`config.mk`:
```
export PLATFORM = sky130hd
export DESIGN_NAME = beta_encoder
export DESIGN_NICKNAME = d
export VERILOG_FILES = /design/src/rtl/beta_encoder.sv
export SDC_FILE = /design/constraint.sdc
export NUM_CORES = 1
export LEC_CHECK = 0
export ABC_AREA = 1
export CAP_MARGIN = 30
export CELL_PAD_IN_SITES_DETAIL_PLACEMENT = 1
export CELL_PAD_IN_SITES_GLOBAL_PLACEMENT = 2
export CORE_AREA = 2 2 131 133
export CTS_CLUSTER_DIAMETER = 150
export DETAILED_ROUTE_END_ITERATION = 16
export DIE_AREA = 0 0 133 135
export HOLD_SLACK_MARGIN = 0.1
export PLACE_DENSITY_LB_ADDON = 0.1
export SYNTH_ARGS = -nofsm -noshare
export SYNTH_HDL_FRONTEND = slang
export SYNTH_SLANG_ARGS = --single-unit
```
`constraint.sdc`:
```
create_clock -name clk_i -period 2.5 [get_ports clk_i]
set_clock_uncertainty 0.1 [all_clocks]
set_input_delay 0.375 -clock clk_i [delete_from_list [all_inputs] [get_ports clk_i]]
set_output_delay 0.375 -clock clk_i [all_outputs]
set_load 0.005 [all_outputs]
```
`src/rtl/beta_encoder.sv`:
```
// ---------------------------------------------------------------------------
// beta_encoder
// Purpose : builds 32-bit RV32I instruction words from field-level requests.
//           It is the exact inverse of beta_decoder, so decoding instr_o gives
//           back the requested rs1/rs2/rd/imm. It also expands the LI
//           pseudo-op into a single ADDI, a single LUI, or LUI followed by
//           ADDI on two output beats.
// Ports   :
//   clk_i, rst_i             clock and synchronous active-high reset
//   req_valid_i/req_ready_o  request handshake
//   req_kind_i               0 R, 1 I, 2 S, 3 B, 4 U, 5 J, 6 LI, 7 reserved
//   opcode5_i, funct3_i,
//   funct7b5_i               opcode[6:2], funct3 and funct7[5]
//   rs1_i, rs2_i, rd_i       register numbers
//   imm_i                    two's complement immediate / LI value
//   instr_valid_o/instr_ready_i/instr_o  registered output word stream
//   invalid_o                one-cycle pulse when the last accepted
//                            request was dropped
// Only XLEN = 32 is supported.
// ---------------------------------------------------------------------------
module beta_encoder #(
  parameter int XLEN  = 32,
  parameter bit LI_EN = 1'b1
) (
  input  logic            clk_i,
  input  logic            rst_i,
  input  logic            req_valid_i,
  output logic            req_ready_o,
  input  logic [2:0]      req_kind_i,
  input  logic [4:0]      opcode5_i,
  input  logic [2:0]      funct3_i,
  input  logic            funct7b5_i,
  input  logic [4:0]      rs1_i,
  input  logic [4:0]      rs2_i,
  input  logic [4:0]      rd_i,
  input  logic [XLEN-1:0] imm_i,
  output logic            instr_valid_o,
  input  logic            instr_ready_i,
  output logic [XLEN-1:0] instr_o,
  output logic            invalid_o
);

  localparam logic [2:0] KIND_R  = 3'd0;
  localparam logic [2:0] KIND_I  = 3'd1;
  localparam logic [2:0] KIND_S  = 3'd2;
  localparam logic [2:0] KIND_B  = 3'd3;
  localparam logic [2:0] KIND_U  = 3'd4;
  localparam logic [2:0] KIND_J  = 3'd5;
  localparam logic [2:0] KIND_LI = 3'd6;

  localparam logic [6:0] OPC_LUI    = 7'b0110111;
  localparam logic [6:0] OPC_OP_IMM = 7'b0010011;

  typedef enum logic {
    S_IDLE,
    S_LI_LO
  } state_t;

  state_t      state_q, state_d;
  logic [31:0] instr_q, instr_d;
  logic        instr_valid_q, instr_valid_d;
  logic        invalid_q, invalid_d;
  logic [31:0] addi_q, addi_d;

  logic [6:0]  opc;
  logic        fits12, fits13, fits21;
  logic        is_shift;
  logic [19:0] li_hi;
  logic        req_ok;
  logic        req_two;
  logic [31:0] word_a;
  logic [31:0] word_b;
  logic        req_accept;
  logic        beat_xfer;

  // Range predicates: the immediate must equal the sign extension of its
  // low N bits, i.e. every bit above the sign bit matches the sign bit.
  assign opc      = {opcode5_i, 2'b11};
  assign fits12   = (imm_i[31:11] == {21{imm_i[11]}});
  assign fits13   = (imm_i[31:12] == {20{imm_i[12]}});
  assign fits21   = (imm_i[31:20] == {12{imm_i[20]}});
  assign is_shift = (opcode5_i == 5'h04) &&
                    ((funct3_i == 3'b001) || (funct3_i == 3'b101));
  // ADDI sign-extends its 12-bit immediate, so LUI must pre-compensate by
  // one when bit 11 is set; the add wraps mod 2^20 on purpose.
  assign li_hi    = imm_i[31:12] + {19'b0, imm_i[11]};

  // Request encoder: word_a is the first (or only) word, word_b the
  // follow-up ADDI of a two-beat LI, req_ok the legality verdict.
  always_comb begin
    req_ok  = 1'b0;
    req_two = 1'b0;
    word_a  = '0;
    word_b  = '0;
    case (req_kind_i)
      KIND_R: begin
        req_ok = 1'b1;
        word_a = {1'b0, funct7b5_i, 5'b0, rs2_i, rs1_i, funct3_i, rd_i, opc};
      end
      KIND_I: begin
        if (is_shift) begin
          req_ok = (imm_i[31:5] == '0);
          word_a = {1'b0, funct7b5_i, 5'b0, imm_i[4:0], rs1_i, funct3_i, rd_i, opc};
        end else begin
          req_ok = fits12;
          word_a = {imm_i[11:0], rs1_i, funct3_i, rd_i, opc};
        end
      end
      KIND_S: begin
        req_ok = fits12;
        word_a = {imm_i[11:5], rs2_i, rs1_i, funct3_i, imm_i[4:0], opc};
      end
      KIND_B: begin
        req_ok = fits13 && !imm_i[0];
        word_a = {imm_i[12], imm_i[10:5], rs2_i, rs1_i, funct3_i,
                  imm_i[4:1], imm_i[11], opc};
      end
      KIND_U: begin
        req_ok = (imm_i[11:0] == 12'h000);
        word_a = {imm_i[31:12], rd_i, opc};
      end
      KIND_J: begin
        req_ok = fits21 && !imm_i[0];
        word_a = {imm_i[20], imm_i[10:1], imm_i[11], imm_i[19:12], rd_i, opc};
      end
      KIND_LI: begin
        if (LI_EN) begin
          req_ok = 1'b1;
          if (fits12) begin
            word_a = {imm_i[11:0], 5'd0, 3'b000, rd_i, OPC_OP_IMM};
          end else if (imm_i[11:0] == 12'h000) begin
            word_a = {li_hi, rd_i, OPC_LUI};
          end else begin
            req_two = 1'b1;
            word_a  = {li_hi, rd_i, OPC_LUI};
            word_b  = {imm_i[11:0], rd_i, 3'b000, rd_i, OPC_OP_IMM};
          end
        end
      end
      default: begin
        req_ok = 1'b0;
      end
    endcase
  end

  assign req_ready_o = !rst_i && (state_q == S_IDLE) &&
                       (!instr_valid_q || instr_ready_i);
  assign req_accept  = req_valid_i && req_ready_o;
  assign beat_xfer   = instr_valid_q && instr_ready_i;

  // Next-state logic. A dropped request only raises invalid; whatever word
  // is already in the output register keeps its normal handshake.
  always_comb begin
    state_d       = state_q;
    instr_d       = instr_q;
    instr_valid_d = instr_valid_q;
    invalid_d     = 1'b0;
    addi_d        = addi_q;
    if (beat_xfer) begin
      instr_valid_d = 1'b0;
    end
    case (state_q)
      S_IDLE: begin
        if (req_accept) begin
          if (!req_ok) begin
            invalid_d = 1'b1;
          end else begin
            instr_d       = word_a;
            instr_valid_d = 1'b1;
            if (req_two) begin
              addi_d  = word_b;
              state_d = S_LI_LO;
            end
          end
        end
      end
      S_LI_LO: begin
        if (beat_xfer) begin
          instr_d       = addi_q;
          instr_valid_d = 1'b1;
          state_d       = S_IDLE;
        end
      end
      default: begin
        state_d = S_IDLE;
      end
    endcase
  end

  // State and output registers; reset also discards a pending ADDI.
  always_ff @(posedge clk_i) begin
    if (rst_i) begin
      state_q       <= S_IDLE;
      instr_q       <= '0;
      instr_valid_q <= 1'b0;
      invalid_q     <= 1'b0;
      addi_q        <= '0;
    end else begin
      state_q       <= state_d;
      instr_q       <= instr_d;
      instr_valid_q <= instr_valid_d;
      invalid_q     <= invalid_d;
      addi_q        <= addi_d;
    end
  end

  assign instr_valid_o = instr_valid_q;
  assign instr_o       = instr_q;
  assign invalid_o     = invalid_q;

endmodule
```
==> results of run 1 <==
power breakdown:
part	switching (mW)	internal (mW)	total, mW
sequential	0.0195	0.864	0.883
combinational	0.381	0.364	0.744
clock	0.365	0.381	0.746
cells by family (layout without fill, tap and decap cells):
| family | Yosys count | count (layout) | share of synthesized area [%] |
|---|---|---|---|
| AND/OR/NAND/NOR | 437 | 437 | 44.9 |
| buffers and inverters | 135 | 338 | 13.1 |
| AO/OA/AOI/OAI | 89 | 89 | 12.5 |
| flip-flops | 52 | 52 | 25.7 |
| XOR/XNOR | 12 | 12 | 2.59 |
| adder cells (fa/ha/maj) | 4 | 4 | 1.23 |
worst min path at each step:
stage | from | end | slack (ns)
global placement | addi_q[27] | addi_q[27] | 0.33
CTS | addi_q[25] | addi_q[25] | 0.35
finish | addi_q[20] | addi_q[20] | 0.35
global route | addi_q[20] | addi_q[20] | 0.38
floorplan | addi_q[15] | addi_q[15] | 0.32
detailed placement | addi_q[28] | addi_q[28] | 0.34
placed cells by master (no fill, tap or decap), types with 5 or more instances in the layout:
cell,netlist,routed
inv_1,100,100
nand2_1,236,235
buf_12,0,5
nor2_2,6,10
nor2_1,118,114
dlymetal6s2s_1,0,5
dfxtp_1,52,52
inv_2,7,7
o21ai_0,36,34
clkbuf_16,0,5
nand3_1,43,43
a221oi_1,5,5
a21oi_1,32,32
nand4_1,19,19
clkdlybuf4s50_1,0,92
a22oi_1,6,6
buf_4,1,121
xor2_1,10,9
critical path, stage by stage:
cell and delay, ns:
clkdlybuf4s50_1 0.56, inv_1 0.09, nand2_1 0.09, nor2_2 0.05, buf_4 0.13, nand3_1 0.06, nand2_1 0.12, nand3_4 0.14
buf_4 0.22, o21ai_0 0.13, nand3_1 0.09, nand2_1 0.06, nand2_1 0.06, nand2_1 0.09, nor2_1 0.13, nor2_1 0.06
area by class of cell:
type / count / area, um^2
fillers: 2151 / 10000
multi-input cells: 542 / 2520
repair buffers: 223 / 1990
flip-flops and latches: 52 / 1040
inverters: 107 / 402
well taps: 220 / 275
clock buffers: 5 / 125
clock inverters: 3 / 27.5
metrics by stage:
| stage | TNS (ns) | cells | power (mW) |
|---|---|---|---|
| finish | 0 | 1152 | 2.37 |
| global route | 0 | 1152 | 2.52 |
| CTS | 0 | 1152 | 2.41 |
| detailed placement | -11.01 | 1144 | 1.65 |
| global placement | -9.08 | 1144 | 1.64 |
| floorplan | 0 | 729 | 1.20 |
repair_timing:
item / CTS / global route
resized for setup: 3 / 14
pin swaps: 0 / 1
setup endpoints to repair: 4 / 32
per-layer routing:
metal / up-vias / part of all wire (%)
li1: 2678 / -
met1: 2438 / 46
met2: 84 / 49
met3: 20 / 2.4
met4: 0 / 1.9
met5: - / 0
state kept, by name, summed over array words and instances (netlist names):
signal,cells
instr_o,31
addi_q,18
instr_valid_o,1
invalid_o,1
state_q,1
==> flow_metrics.py, run 1 <==
metrics = {
    "synth": {
        "synth_most_common_cell": "nand2_1",
        "ys_top_cells_by_area": "dfxtp_1 (26%), nand2_1 (22%), nor2_1 (11%), inv_1 (9.3%), nand3_1 (5.3%)",
        "yosysTopAreaCell": "dfxtp_1",
        "synth_top_area_share_pct": 25.7,
        "syn_inst": 729,
        "yosysSeqAreaShare_pct": 25.7,
        "async_flop_share_pct": 0,
        "synth_area_um2": 4060,
        "synth.avg_cell_area_um2": 5.56,
        "synth_commonest_cells": "nand2_1 (236), nor2_1 (118), inv_1 (100)",
        "ys_ff_latch": 52,
        "ys_warn_count": 0,
        "synthFlopType": "dfxtp_1",
        "yosysUniqueCellTypes": 33,
        "synth_edf_count": 0,
        "syn_nets": 796,
    },
    "setup_path": {
        "arrival_ns": 2.45,
        "timing.rr.start": "state_q",
        "endpoint": "instr_o[25]",
        "ff2ff_path_depth": 8,
        "reg2reg_slack_ns": 0.50,
        "cp-start-kind": "input pin",
        "criticalPathCategory": "in2reg",
        "startpoint": "imm_i[22]",
        "crit_required_ns": 2.61,
        "endpoint_kind": "register",
        "worstReg2RegEnd": "instr_o[4]",
        "crit_fanout": 14,
    },
    "run": {
        "maxCapViolCount": 0,
    },
    "grt": {
        "grt-busiest-layer": "met2",
        "grt_max_degree": 37,
        "grt_overflow_total": 0,
        "use_met2_pct": 37.4,
        "grt_pass1_vias": 5392,
        "met1_usage_pct": 26.1,
        "grt_usage_pct": 20.6,
        "antenna_found_initial": 0,
        "grt_use_met3_pct": 2.03,
        "grt_pass1_wl_um": 29000,
    },
    "cts": {
        "ctsHoldBuffers": 0,
        "path_clk_slew_ns": 0.08,
        "cts_buffers": 5,
        "root_buffer": "clkbuf_16",
        "clockBufferDepth": 2,
        "clkLatencyLatePin_ns": 0.31,
        "post_cts_buffers": 0,
        "cts_tree": "yes",
        "htree_num_levels": 2,
        "cts.sinks": 52,
    },
    "timing": {
        "fmax_mhz": 426,
        "timing.final.crit_share_pct": 93.8,
        "final_hold_viol_count": 0,
        "finalMaxSlewViolations": 0,
        "rsz0062_at_grt": "no",
        "slew_headroom_pct": 52.8,
        "setup_viol": 0,
        "whs_ns": 0.346,
        "setup_slack_ns": 0.155,
        "fin_crit_ns": 2.35,
        "worst_slew_pin_slew_ns": 0.700,
    },
    "floorplanning": {
        "ios": 98,
        "initial_core_util_pct": 24.7,
        "die_h_um": 135,
        "die_w_um": 133,
        "core_area_um2": 16400,
        "num_rows": 47,
        "die-area_um2": 18000,
    },
    "detailed_routing": {
        "dr.pass1.iters": 4,
        "drc": 0,
        "wl_per_cell_um": 16.0,
        "viasPerCell": 4.53,
        "drtAntennaViolNets": 0,
        "drtIter0Drc": 166,
        "wirelength_um": 18400,
        "dr_total_vias": 5220,
    },
    "place": {
        "postPlaceCellArea_um2": 6180,
        "io_buffer_count": 97,
        "gp_congestion": 0.911,
        "hpwlAfterDp_um": 15600,
        "dp_slack_ns": -0.577,
    },
    "cells_and_area": {
        "fin_area_um2": 6390,
        "layout-drive-gt1-share_pct": 17.6,
        "fin_nets": 998,
        "final_util_pct": 38.9,
        "diodes": 0,
        "area_growth_pct": 57.5,
    },
    "worst_hold_path": {
        "hold_depth": 2,
        "hold_class": "reg2reg",
    },
    "pwr": {
        "vdd_ir_drop_max_mv": 0.262,
        "power_per_cell_area_nw_per_um2": 372,
        "p_leak_nw": 3.09,
    },
    "outcome": {
        "status": "complete, no violations",
    },
}
Power figures use the tool's default switching activity.
==> run 2: changes to the inputs <==
==> constraint.sdc (replaced) <==
create_clock -name clk_i -period 2.5 [get_ports clk_i]
set_clock_uncertainty 0.1 [all_clocks]
set_input_delay 0.625 -clock clk_i [delete_from_list [all_inputs] [get_ports clk_i]]
set_output_delay 0.625 -clock clk_i [all_outputs]
set_load 0.005 [all_outputs]
==> run 2 against run 1 <==
Maximum frequency down 4.1%. Register-to-register slack got worse by 0.16 ns. Via count rose by 6.6%. Hold slack improved by 0.0060 ns. Sequential share of layout area down 1.6 points. Total power grew 8.1%. Worst setup slack got worse by 0.099 ns. Critical path depth shrank 11. Utilization rose by 4.1 points. Global-route usage is 2.7 points higher. Critical path type is now in2out. Final area grew 11%. Largest cell class unchanged.
==> flow_metrics.py, run 2 (synthesis gave the netlist of run 1 again) <==
metrics = {
    "grt": {
        "grt_use_met3_pct": 2.14,
        "grt_max_degree": 28,
        "grt_pass1_wl_um": 32400,
        "grt_pass1_vias": 5936,
        "met1_usage_pct": 30.1,
        "antenna_found_initial": 0,
        "use_met2_pct": 41.6,
        "grt_usage_pct": 23.3,
        "grt-busiest-layer": "met2",
        "grt_overflow_total": 0,
    },
    "timing": {
        "slew_headroom_pct": 55.3,
        "worst_slew_pin_slew_ns": 0.669,
        "timing.final.crit_share_pct": 97.8,
        "fin_crit_ns": 2.44,
        "tns_ns": 0,
        "setup_slack_ns": 0.0559,
        "final_hold_viol_count": 0,
        "fmax_mhz": 409,
        "finalMaxSlewViolations": 0,
        "setup_viol": 0,
        "whs_ns": 0.352,
    },
    "detailed_routing": {
        "wirelength_um": 21200,
        "drtAntennaViolNets": 0,
        "dr.pass1.iters": 4,
        "wl_per_cell_um": 17.8,
        "drtIter0Drc": 223,
        "drc": 0,
        "viasPerCell": 4.66,
        "dr_total_vias": 5566,
    },
    "floorplanning": {
        "die-area_um2": 18000,
        "core_area_um2": 16400,
        "die_h_um": 135,
        "initial_core_util_pct": 24.7,
        "die_w_um": 133,
        "ios": 98,
        "num_rows": 47,
    },
    "cells_and_area": {
        "fin_cells": 1194,
        "final_common_cell": "nand2_1",
        "layout-drive-gt1-share_pct": 26.2,
        "largest_reg_flops": 31,
        "fin_area_um2": 7060,
        "final_util_pct": 43.1,
        "area_growth_pct": 74.2,
        "fill_cells": 2118,
        "diodes": 0,
        "layout.cells.most_common_list": "nand2_1 (225), buf_4 (148), nor2_1 (99)",
        "fin_nets": 1040,
    },
    "setup_path": {
        "cpPeakStageDelay_ns": 0.49,
        "crit_family": "buffers and inverters",
        "cpMaxStageDelayCell": "clkdlybuf4s50_1",
        "crit_chain": "clkdlybuf4s15_1, nor2_2, nor3_2, buf_4, clkdlybuf4s50_1",
        "critPathBufInv": 3,
        "arrival_ns": 1.72,
        "criticalPathCategory": "in2out",
        "cp-start-kind": "input pin",
        "endpoint_kind": "primary output",
        "crit_required_ns": 1.77,
        "crit_fanout": 2,
    },
    "place": {
        "postPlaceCellArea_um2": 6270,
        "numPlacedInstances": 1159,
        "hpwlAfterDp_um": 16000,
        "dp_slack_ns": -0.836,
        "gp_congestion": 0.896,
        "io_buffer_count": 97,
    },
    "cts": {
        "path_clk_slew_ns": 0.08,
        "root_buffer": "clkbuf_16",
        "cts.sinks": 52,
        "cts_tree": "yes",
        "cts_buffers": 5,
        "clockBufferDepth": 2,
        "htree_num_levels": 2,
        "clkLatencyLatePin_ns": 0.31,
    },
    "run": {
        "maxCapViolCount": 0,
    },
    "pwr": {
        "power_mw": 2.57,
        "power_per_cell_area_nw_per_um2": 363,
        "p_leak_nw": 3.56,
        "vdd_ir_drop_max_mv": 0.289,
    },
    "outcome": {
        "status": "complete, no violations",
    },
    "worst_hold_path": {
        "hold_class": "reg2reg",
    },
}
## run 2: worst min-delay path, delay by kind of cell (launching register included)
family                 cells  cell delay [ns]
buffers and inverters      1             0.05
AO/OA/AOI/OAI              1             0.05
flip-flops                 1             0.31
## run 2: layout make-up
type	count	area, um^2	area share, %
clock buffer	5	125	1.77
clock inverter	3	46.3	0.655
inverter	107	407	5.76
multi-input combinational	542	2680	38.0
sequential	52	1040	14.7
tap	220	275	3.90
timing repair buffer	265	2490	35.2
## run 2: power by group
group          switching [mW]  total (mW)  internal (mW)
Sequential             0.0195       0.883          0.864
Clock                   0.366       0.844          0.478
Combinational           0.429       0.840          0.410
Total                   0.815        2.57           1.75
## run 2: worst paths after layout
kind / startpoint / endpoint / slack (ns) / cells past startpoint
worst max-delay path: instr_ready_i / req_ready_o / 0.06 / 5
worst max register to register: state_q / instr_o[29] / 0.34 / 9
worst min register to register: addi_q[19] / addi_q[19] / 0.35 / 2
worst min-delay path: addi_q[19] / addi_q[19] / 0.35 / 2
## run 2: per-layer routing
metal  up-vias  wire, um
li1       2772         -
met1      2667      9640
met2       104     10600
met3        23       540
met4         0       484
met5         -         0
## run 2: repair_timing
item,in CTS,in global routing
setup buffers,9,9
setup endpoints to repair,52,52
pin swaps,11,27
cloned,7,3
hold buffers,0,0
resized for setup,71,69
==> run 3: changes to the inputs <==
- GPL_TIMING_DRIVEN: not set -> 0
==> run 3 against run 2 <==
Clock-buffer cell count unchanged. Via count is 12% lower. Highest routed layer unchanged. Worst setup slack gained 0.013 ns. Flip-flop and latch count is the same. Hold slack worse by 0.0028 ns. Total power shrank 7.9%. Critical path depth shrank 1. Cell count decreased by 11%. Final area decreased by 19%. Largest cell class unchanged. Critical path type unchanged.
==> flow_metrics.py, run 3 (synthesis gave the netlist of run 1 again) <==
metrics = {
    "place": {
        "gp_congestion": 0.852,
        "io_buffer_count": 96,
        "dp_slack_ns": -1.41,
        "hpwlAfterDp_um": 15000,
    },
    "pwr": {
        "power_per_cell_area_nw_per_um2": 411,
        "power_mw": 2.36,
        "p_leak_nw": 2.70,
        "vdd_ir_drop_max_mv": 0.299,
    },
    "cts": {
        "root_buffer": "clkbuf_16",
        "clkLatencyLatePin_ns": 0.31,
        "path_clk_slew_ns": 0.07,
        "cts.sinks": 52,
        "cts_buffers": 5,
        "htree_num_levels": 2,
        "clockBufferDepth": 2,
        "cts_tree": "yes",
    },
    "floorplanning": {
        "die-area_um2": 18000,
        "ios": 98,
        "die_w_um": 133,
        "initial_core_util_pct": 24.7,
        "die_h_um": 135,
        "core_area_um2": 16400,
        "num_rows": 47,
    },
    "setup_path": {
        "arrival_ns": 1.71,
        "cpPeakStageDelay_ns": 0.52,
        "cpMaxStageDelayCell": "clkdlybuf4s50_1",
        "timing.rr.start": "state_q",
        "reg2reg_slack_ns": 0.52,
        "endpoint_kind": "primary output",
        "ff2ff_path_depth": 7,
        "crit_required_ns": 1.77,
        "crit_family": "buffers and inverters",
        "criticalPathCategory": "in2out",
        "crit_chain": "clkdlybuf4s50_1, nor2_1, nor3_2, dlygate4sd2_1",
        "crit_fanout": 2,
        "cp-start-kind": "input pin",
        "critPathBufInv": 2,
        "worstReg2RegEnd": "instr_o[20]",
    },
    "timing": {
        "final_hold_viol_count": 0,
        "worst_slew_pin_slew_ns": 0.770,
        "setup_slack_ns": 0.0688,
        "fin_crit_ns": 2.43,
        "finalMaxSlewViolations": 0,
        "setup_viol": 0,
        "slew_headroom_pct": 48.7,
        "tns_ns": 0,
        "timing.final.crit_share_pct": 97.2,
        "fmax_mhz": 411,
    },
    "detailed_routing": {
        "dr_total_vias": 4878,
        "wl_per_cell_um": 16.8,
        "drc": 0,
        "wirelength_um": 17900,
        "drtAntennaViolNets": 0,
        "drtIter0Drc": 170,
        "viasPerCell": 4.58,
        "dr.pass1.iters": 4,
    },
    "worst_hold_path": {
        "min_from": "addi_q[19]",
        "hold_end": "addi_q[19]",
        "hold_class": "reg2reg",
        "hold_depth": 2,
    },
    "cells_and_area": {
        "layout.cells.most_common_list": "nand2_1 (228), inv_1 (95), nor2_1 (95)",
        "largest_reg_flops": 31,
        "layout-drive-gt1-share_pct": 14.1,
        "diodes": 0,
        "fin_nets": 910,
        "area_growth_pct": 41.8,
        "final_common_cell": "nand2_1",
    },
    "outcome": {
        "status": "complete, no violations",
    },
    "grt": {
        "antenna_found_initial": 0,
        "grt_pass1_vias": 5109,
        "grt_max_degree": 18,
        "grt_usage_pct": 20.5,
        "grt_pass1_wl_um": 28200,
        "grt_overflow_total": 0,
    },
    "run": {
        "maxCapViolCount": 0,
    },
}
==> run 3: cell types whose count changed in the layout (fill, tap and decap cells not counted), moves of 4 or more <==
cell and change:
nor2_1 -4, buf_4 -137, dlymetal6s2s_1 -7, clkbuf_1 +10, buf_2 +5, buf_16 -4
clkbuf_2 +9
==> run 3: layout make-up <==
cell class	count	area, um^2
timing repair buffer	107	1000
buffer	28	173
multi-input combinational	542	2690
fill	2137	10700
clock buffer	5	125
clock inverter	3	46.3
inverter	107	402
tap	220	275
sequential	52	1040
==> run 3: worst register-to-register path: stages (launching register included) <==
cell and delay, ns:
dfxtp_1 0.36, inv_1 0.18, clkbuf_1 0.42, clkbuf_1 0.44, nand2_1 0.19, nand2_1 0.10
nor2_1 0.05, nor2_1 0.09
==> run 3: routing by layer <==
layer / part of all wire (%) / track usage, % / wire length, um / vias to the layer above
li1: - / - / - / 2501
met1: 46 / 25.9 / 8250 / 2286
met2: 49 / 36.4 / 8820 / 72
met3: 2.5 / 2.52 / 454 / 19
met4: 2.2 / 6.33 / 389 / 0
met5: 0 / 0 / 0 / -
==> run 3: timing repair <==
item | in CTS | in global routing
pin swaps | 8 | 15
buffers inserted | 7 | 4
hold buffers | 0 | 0
resized for setup | 77 | 87
endpoints found under the setup margin | 52 | 45
==> run 3: power breakdown <==
part	internal [mW]	switching (mW)	total (mW)
Clock	0.477	0.358	0.835
Sequential	0.864	0.0182	0.882
Combinational	0.265	0.381	0.647
Total	1.61	0.758	2.36
==> run 3: worst max path at each step <==
stage / endpoint / startpoint / slack, ns / cells past startpoint
4_1_cts: instr_o[20] / imm_i[12] / -0.02 / 14
2_1_floorplan: instr_o[26] / imm_i[11] / 0.23 / 13
3_5_place_dp: instr_o[20] / imm_i[11] / -1.41 / 14
5_1_grt: instr_o[3] / imm_i[13] / -0.0002 / 15
3_3_place_gp: instr_o[20] / imm_i[11] / -1.32 / 14
6_report: req_ready_o / instr_ready_i / 0.07 / 4
==> run 3: per-stage QoR <==
step                      instances  util (%)  cell area, um^2  hold WS, ns
final                          1064      35.1             5750        0.349
after global routing           1064      35.1             5750        0.371
after CTS                      1060      34.2             5600        0.352
after detailed placement       1045      32.3             5290        0.340
after global placement         1045      32.3             5290        0.333
after floorplan                 729         -             4060        0.324
